[src/rtl/defl_port_alloc.sv]
// Port allocator for a bufferless deflection router: ranks the four incoming
// flits (golden, age, round-robin) and places each on a distinct output or eject.
module defl_port_alloc #(
   parameter int unsigned MY_X  = 1,
   parameter int unsigned MY_Y  = 1,
   parameter int unsigned EPOCH = 16
) (
   input  logic        clk,
   input  logic        rst,
   input  logic [10:0] in_n,
   input  logic [10:0] in_s,
   input  logic [10:0] in_e,
   input  logic [10:0] in_w,
   output logic [10:0] out_n,
   output logic [10:0] out_s,
   output logic [10:0] out_e,
   output logic [10:0] out_w,
   output logic [10:0] eject,
   output logic [2:0]  golden_tag,
   output logic [15:0] defl_cnt
);

   localparam int unsigned NIN = 4;
   localparam int unsigned NPORT = 5;
   localparam int unsigned EW = (EPOCH > 1) ? $clog2(EPOCH) : 1;
   localparam logic [EW-1:0] EP_LAST = EW'(EPOCH - 1);
   localparam logic [1:0] MX = 2'(MY_X);
   localparam logic [1:0] MY = 2'(MY_Y);

   // Port indices; eject sits after the four link ports.
   localparam logic [2:0] P_N  = 3'd0;
   localparam logic [2:0] P_S  = 3'd1;
   localparam logic [2:0] P_E  = 3'd2;
   localparam logic [2:0] P_W  = 3'd3;
   localparam logic [2:0] P_EJ = 3'd4;

   typedef struct packed {
      logic       valid;
      logic [1:0] dst_x;
      logic [1:0] dst_y;
      logic [2:0] age;
      logic [2:0] tag;
   } flit_t;

   flit_t         fin    [NIN];
   logic [2:0]    want   [NIN];
   logic [5:0]    key    [NIN];
   logic [2:0]    pos    [NIN];
   logic [NIN-1:0] golden;
   logic [NIN-1:0] vin;

   flit_t          slot  [NPORT];
   logic [NPORT-1:0] busy;
   logic [NIN-1:0] defl;
   logic [1:0]     lf;
   flit_t          bump;
   logic [2:0]     ndefl;
   logic [16:0]    cnt_sum;

   logic [1:0]     rr_ptr;
   logic [EW-1:0]  ep_cnt;

   assign fin[0] = in_n;
   assign fin[1] = in_s;
   assign fin[2] = in_e;
   assign fin[3] = in_w;

   assign vin = {fin[3].valid, fin[2].valid, fin[1].valid, fin[0].valid};

   // XY productive port plus a priority key: golden, age, then rr distance (smaller wins).
   always_comb begin
      for (int i = 0; i < NIN; i++) begin
         if (fin[i].dst_x > MX)      want[i] = P_E;
         else if (fin[i].dst_x < MX) want[i] = P_W;
         else if (fin[i].dst_y > MY) want[i] = P_N;
         else if (fin[i].dst_y < MY) want[i] = P_S;
         else                        want[i] = P_EJ;
         golden[i] = fin[i].valid && (fin[i].tag == golden_tag);
         key[i]    = {golden[i], fin[i].age, ~(2'(i) - rr_ptr)};
      end
   end

   // Rank position = number of valid flits with a strictly larger key; keys are unique.
   always_comb begin
      for (int i = 0; i < NIN; i++) begin
         pos[i] = 3'd0;
         for (int j = 0; j < NIN; j++) begin
            if (j != i && fin[j].valid && (key[j] > key[i]))
               pos[i] = pos[i] + 3'd1;
         end
      end
   end

   // Sequential allocation in rank order; losers take the lowest free link port.
   always_comb begin
      busy = '0;
      defl = '0;
      lf   = 2'd0;
      bump = '0;
      for (int p = 0; p < NPORT; p++) slot[p] = '0;
      for (int r = 0; r < NIN; r++) begin
         for (int i = 0; i < NIN; i++) begin
            if (fin[i].valid && (pos[i] == 3'(r))) begin
               if (!busy[want[i]]) begin
                  busy[want[i]] = 1'b1;
                  slot[want[i]] = fin[i];
               end else begin
                  lf = 2'd0;
                  for (int p = NIN - 1; p >= 0; p--) begin
                     if (!busy[p]) lf = 2'(p);
                  end
                  bump = fin[i];
                  if (bump.age != 3'd7) bump.age = bump.age + 3'd1;
                  busy[lf] = 1'b1;
                  slot[lf] = bump;
                  defl[i]  = 1'b1;
               end
            end
         end
      end
   end

   always_comb begin
      ndefl = 3'd0;
      for (int i = 0; i < NIN; i++) ndefl = ndefl + 3'(defl[i]);
      cnt_sum = {1'b0, defl_cnt} + 17'(ndefl);
   end

   always_ff @(posedge clk) begin
      if (rst) begin
         out_n      <= '0;
         out_s      <= '0;
         out_e      <= '0;
         out_w      <= '0;
         eject      <= '0;
         golden_tag <= '0;
         defl_cnt   <= '0;
         rr_ptr     <= '0;
         ep_cnt     <= '0;
      end else begin
         out_n <= slot[P_N];
         out_s <= slot[P_S];
         out_e <= slot[P_E];
         out_w <= slot[P_W];
         eject <= slot[P_EJ];
         defl_cnt <= cnt_sum[16] ? 16'hFFFF : cnt_sum[15:0];
         if (|vin) rr_ptr <= rr_ptr + 2'd1;
         // Tag advances on epoch wrap; this cycle's allocation already used the old tag.
         if (ep_cnt == EP_LAST) begin
            ep_cnt     <= '0;
            golden_tag <= golden_tag + 3'd1;
         end else begin
            ep_cnt <= ep_cnt + EW'(1);
         end
      end
   end

endmodule

[config.mk]
export PLATFORM = sky130hd
export DESIGN_NAME = defl_port_alloc
export DESIGN_NICKNAME = d
export VERILOG_FILES = /design/src/rtl/defl_port_alloc.sv
export SDC_FILE = /design/constraint.sdc
export NUM_CORES = 1
export LEC_CHECK = 0
export CAP_MARGIN = 20
export CORE_ASPECT_RATIO = 1.75
export CORE_UTILIZATION = 30
export CTS_CLUSTER_SIZE = 25
export DETAILED_ROUTE_END_ITERATION = 6
export HOLD_SLACK_MARGIN = 0.02
export PLACE_DENSITY = 0.58
export SYNTH_ARGS = -nofsm -noshare
export SYNTH_HDL_FRONTEND = slang
export SYNTH_SLANG_ARGS = --single-unit
[constraint.sdc]
create_clock -name clk -period 23.4 [get_ports clk]
set_clock_uncertainty 0.05 [all_clocks]
set_input_delay 4.68 -clock clk [delete_from_list [all_inputs] [get_ports clk]]
set_output_delay 4.68 -clock clk [all_outputs]
set_load 0.05 [all_outputs]
==> results.md, run 1 <==
* Chip Width at 182.0 um
* Final GP Congestion at 1.152
* Post-synth EDFFs at 0
* Seq/Total Area, Yosys at 9.411%
* Row count at 115
* Halt Stage: global routing (5_1_grt)
* Mapped Area at 17020 um^2
* Dpl hpwl at 120300 um
* Post-synthesis async set-or-reset flop share at 0%
* Dominant synthesized flop cell: dfxtp_1
* Post-CTS setup buffers at 0
* Clk sinks at 80
* Gate Count Post-Synth at 2573
* Tool error: [ERROR GRT-0116] Global routing finished with congestion. Check the congestion regions in the DRC Viewer.
* # hold bufs at CTS at 0
* Largest net degree at the start of global routing at 78
* Num ports at 120
* Total gr overflow at 6
* Num CTS Buffers at 9
* Htree depth at 3
* Initial core utilization at 30.33%
* Ys Warns at 0
* CTS max path bufs at 2
* All-Layer GR Usage at 58.82%
* Vias in the first global route at 26598
* Status: did not finish
* Chip height at 317.1 um
* Post-cts sizing count at 0
* Syn_area_per_cell at 6.614 um^2
* DP Worst Slack at 1608 ps
* # port buffers at 119
* FF+latch count, synth at 80
* Yosys cell types at 131
* Clk Tree Root Cell: clkbuf_16
* First-pass GRT wire length at 234000 um
metrics by stage:
stage / hold WS [ps] / instances / area [um^2]
2_1_floorplan: 402.9 / 2574 / 17020
3_3_place_gp: 411.2 / 3372 / 19730
3_5_place_dp: 432.4 / 3375 / 19750
4_1_cts: 442.5 / 3391 / 20030
Yosys cell counts (30+ instances only):
library cell  count  area [um^2]
mux2i_1          36        360.4
a21o_1           31        232.7
a21oi_1         227         1136
ha_1             44        550.5
o21ai_1          35        175.2
nand2b_1         30        187.7
a221oi_1         50        437.9
nand2_1         292         1096
o21a_1           33        247.7
o21ai_0         151        755.7
nand3_1          95        475.5
a31oi_1          92        575.6
a221o_1          73        730.7
a222oi_1         30        300.3
nor2_1          279         1047
nor3_1           99        495.5
clkbuf_1        172        645.6
dfxtp_1          80         1602
a211oi_1         33        247.7
inv_1            61        229.0
o221ai_1         35        306.5
kinds of logic after synthesis:
kind of cell               after synthesis  synth area share [%]
other                                    1               0.02204
AOI/OAI and AO/OA                     1091                 47.52
muxes                                   58                 3.573
and+or+nand+nor                        987                 27.77
buffers and inverters                  274                 6.316
xor gates and xnor gates                35                 1.801
adders and majority gates               47                 3.588
DFF                                     80                 9.411
per-layer routing:
metal	global-route usage [%]	overflow
met3	30.94	0
met1	58.55	0
met2	84.84	1
met4	61.69	5
met5	3.333	0
==> run 2: changes to the inputs <==
CORE_ASPECT_RATIO = not set   (was 1.75)
CORE_UTILIZATION = 20   (was 30)
CTS_CLUSTER_SIZE = not set   (was 25)
HOLD_SLACK_MARGIN = not set   (was 0.02)
PLACE_DENSITY = not set   (was 0.58)
PLACE_DENSITY_LB_ADDON = 0.15   (was not set)
==> run 2 against run 1 <==
The flow now finishes, with violations (design-rule violations). Synthesized area unchanged. Synthesized cell count did not move.
==> results.md, run 2 <==
* Largest family of logic cells by synthesized area: compound AO/OA/AOI/OAI gates
* Die footprint at 86260 um^2
* Top reg by flops: defl_cnt
* Fin. Hold Viols at 0
* Worst Path Arrival at 22610 ps
* Hold crit path type: flop to flop
* Vias post-DR at 25225
* Crit path required time at 23650 ps
* CTS tree: done
* Post-synth EDFFs at 0
* Core area at 83950 um^2
* Post-synthesis mux area share at 3.573%
* Worst path slowest cell: clkdlybuf4s50_1
* Post-cts sizing count at 0
* FF+latch count, synth at 80
* Chip height at 293.7 um
* Top cells by area, synth: dfxtp_1 9.4%, a21oi_1 6.7%, nand2_1 6.4%
* Row count at 106
* Syn_area_per_cell at 6.614 um^2
* Vias in the first global route at 23245
* Drc violations at 3
* GRT Max-Usage Layer: met2
* # hold bufs at CTS at 0
* PD cells at 66.16 nW/um^2
* Critical path endpoint category: flop
* All-Layer GR Usage at 33.87%
* Final core occ at 24.30%
* Top cells by count, synth: 292 x nand2_1, 279 x nor2_1, 227 x a21oi_1
* Mapped Area at 17020 um^2
* Largest register FFs at 16
* Tot Pwr at 1.350 mW
* GRT met1 Usage at 42.26%
* Fin crit share at 95.56%
* Chip Width at 293.7 um
* Layout fillers at 9468
* Failing checks: design-rule violations
* Initial core utilization at 20.27%
* Peak supply drop at 0.05384 mV
* Grt met3 use at 9.116%
* Most frequent cell after synthesis: nand2_1
* Gate Count Post-Synth at 2573
* Fin. max-slew vios at 0
* CP Class: input port to flop
* Yosys top cell by area: dfxtp_1
* Final GP Congestion at 1.049
* Seq/Total Area, Yosys at 9.411%
* Simple-gate share of the synthesized area at 27.77%
* Register Area at 1602 um^2
* Reg clk slew, reported paths at 70 ps
* Synth Area in Adders at 3.588%
* Num ports at 120
* Static leakage at 7.040 nW
* Area occupied by multi-input gates at 14390 um^2
* Most frequent CP cell: nand2_1
* WL final at 151700 um
* CTS max path bufs at 2
* Slew HR at 18.63%
* Status: finished with violations
* Worst-Skew Late Latency at 400 ps
* 1st-pass router iterations at 7
* Worst Max-Slew Pin Slew at 1187 ps
* First-pass GRT wire length at 202500 um
* Layout cells sized above 1 at 12.86%
* Crit path time final at 22360 ps
* Area grow syn2layout at 19.90%
* CP Launch Type: input port
* Initial DRC Count at 3970
* Clk sinks at 80
* Post-DRT Antenna Nets at 0
* Htree depth at 3
* Synth top area share at 9.411%
* Total gr overflow at 0
* Complex-gate fraction of the synthesized area at 47.52%
* Post-Synth XOR/XNOR Area at 1.801%
* Ys Warns at 0
* Sum Neg Setup Slack at 0 ps
* Post-CTS setup buffers at 0
* # port buffers at 119
* Met2 GRT Util at 49.74%
* DR WL/cell at 39.80 um
* Post-synthesis async set-or-reset flop share at 0%
* Yosys cell types at 131
* Final Setup Violations at 0
* Final net count at 2756
* Number of antenna violations at the first check in global routing at 20
* Num CTS Buffers at 9
* Worst Path Max Fanout at 15
* RSZ-0062 raised after global routing: false
* Clk Tree Root Cell: clkbuf_16
* Max Freq at 44.72 MHz
* Largest net degree at the start of global routing at 78
* Max Cap Viol at 0
* Max stage delay on crit path at 1120 ps
* Most common cell after layout, fill and taps aside: nand2_1
* DR vias/cell at 6.616
* Commonest non-fill, non-tap cells in the layout: 292 x nand2_1, 276 x nor2_1, 227 x a21oi_1, 162 x buf_4, 150 x o21ai_0
* Dominant synthesized flop cell: dfxtp_1
* Dpl hpwl at 117000 um
## run 2: cell counts after synthesis
Identical to the previous run, type by type.
## run 2: worst paths after layout
path                       from      endpoint  slack, ps  cells past startpoint
setup / recovery       in_n[10]  defl_cnt[11]       1040                     53
hold / removal        ep_cnt[0]     ep_cnt[0]        440                      1
setup reg to reg  golden_tag[2]  defl_cnt[11]       5560                     49
hold reg to reg       ep_cnt[0]     ep_cnt[0]        440                      1
## run 2: layout make-up
cell class / count / area share, %
Multi-Input combinational cell: 2220 / 70.54
Timing Repair Buffer: 285 / 11.87
Sequential cell: 80 / 7.849
Tap cell: 1134 / 6.954
Inverter: 67 / 1.233
Clock buffer: 10 / 1.171
Clock inverter: 6 / 0.2453
Antenna cell: 11 / 0.1349
## run 2: metrics by stage
stage	instance area, um^2	cells	worst slack (ps)	hold slack, ps
finish	20400	3813	1039	444.4
global route	20380	3802	299.9	491.5
CTS	20370	3801	1616	447.7
detailed placement	20080	3785	1308	437.2
global placement	20030	3779	698.4	412.9
floorplan	17020	2574	5547	402.9
## run 2: where the power goes
| part | switching [mW] | internal, mW |
|---|---|---|
| sequential | 0.00736 | 0.154 |
| clock | 0.0678 | 0.0764 |
| combinational | 0.749 | 0.295 |
## run 2: worst max-delay path, delay by kind of cell
| kind | cells | cell delay, ps |
|---|---|---|
| buffers and inverters | 3 | 1470 |
| adder cells (fa/ha/maj) | 5 | 1950 |
| AO/OA/AOI/OAI | 27 | 10490 |
| AND/OR/NAND/NOR | 18 | 3980 |
## run 2: routing by layer
| layer | vias up | wire, um |
|---|---|---|
| met5 | - | 29 |
| met4 | 4 | 13270 |
| met3 | 526 | 16400 |
| met2 | 1979 | 61910 |
| met1 | 12489 | 60120 |
| li1 | 10227 | - |
## run 2: cells by family (layout without fill, tap and decap cells)
group,Yosys count,count (layout)
buffers and inverters,274,368
AND/OR/NAND/NOR,987,987
XOR/XNOR,35,35
flip-flops,80,80
multiplexers,58,58
adder cells (fa/ha/maj),47,47
AO/OA/AOI/OAI,1091,1091
other,1,13
Power figures use the tool's default switching activity.
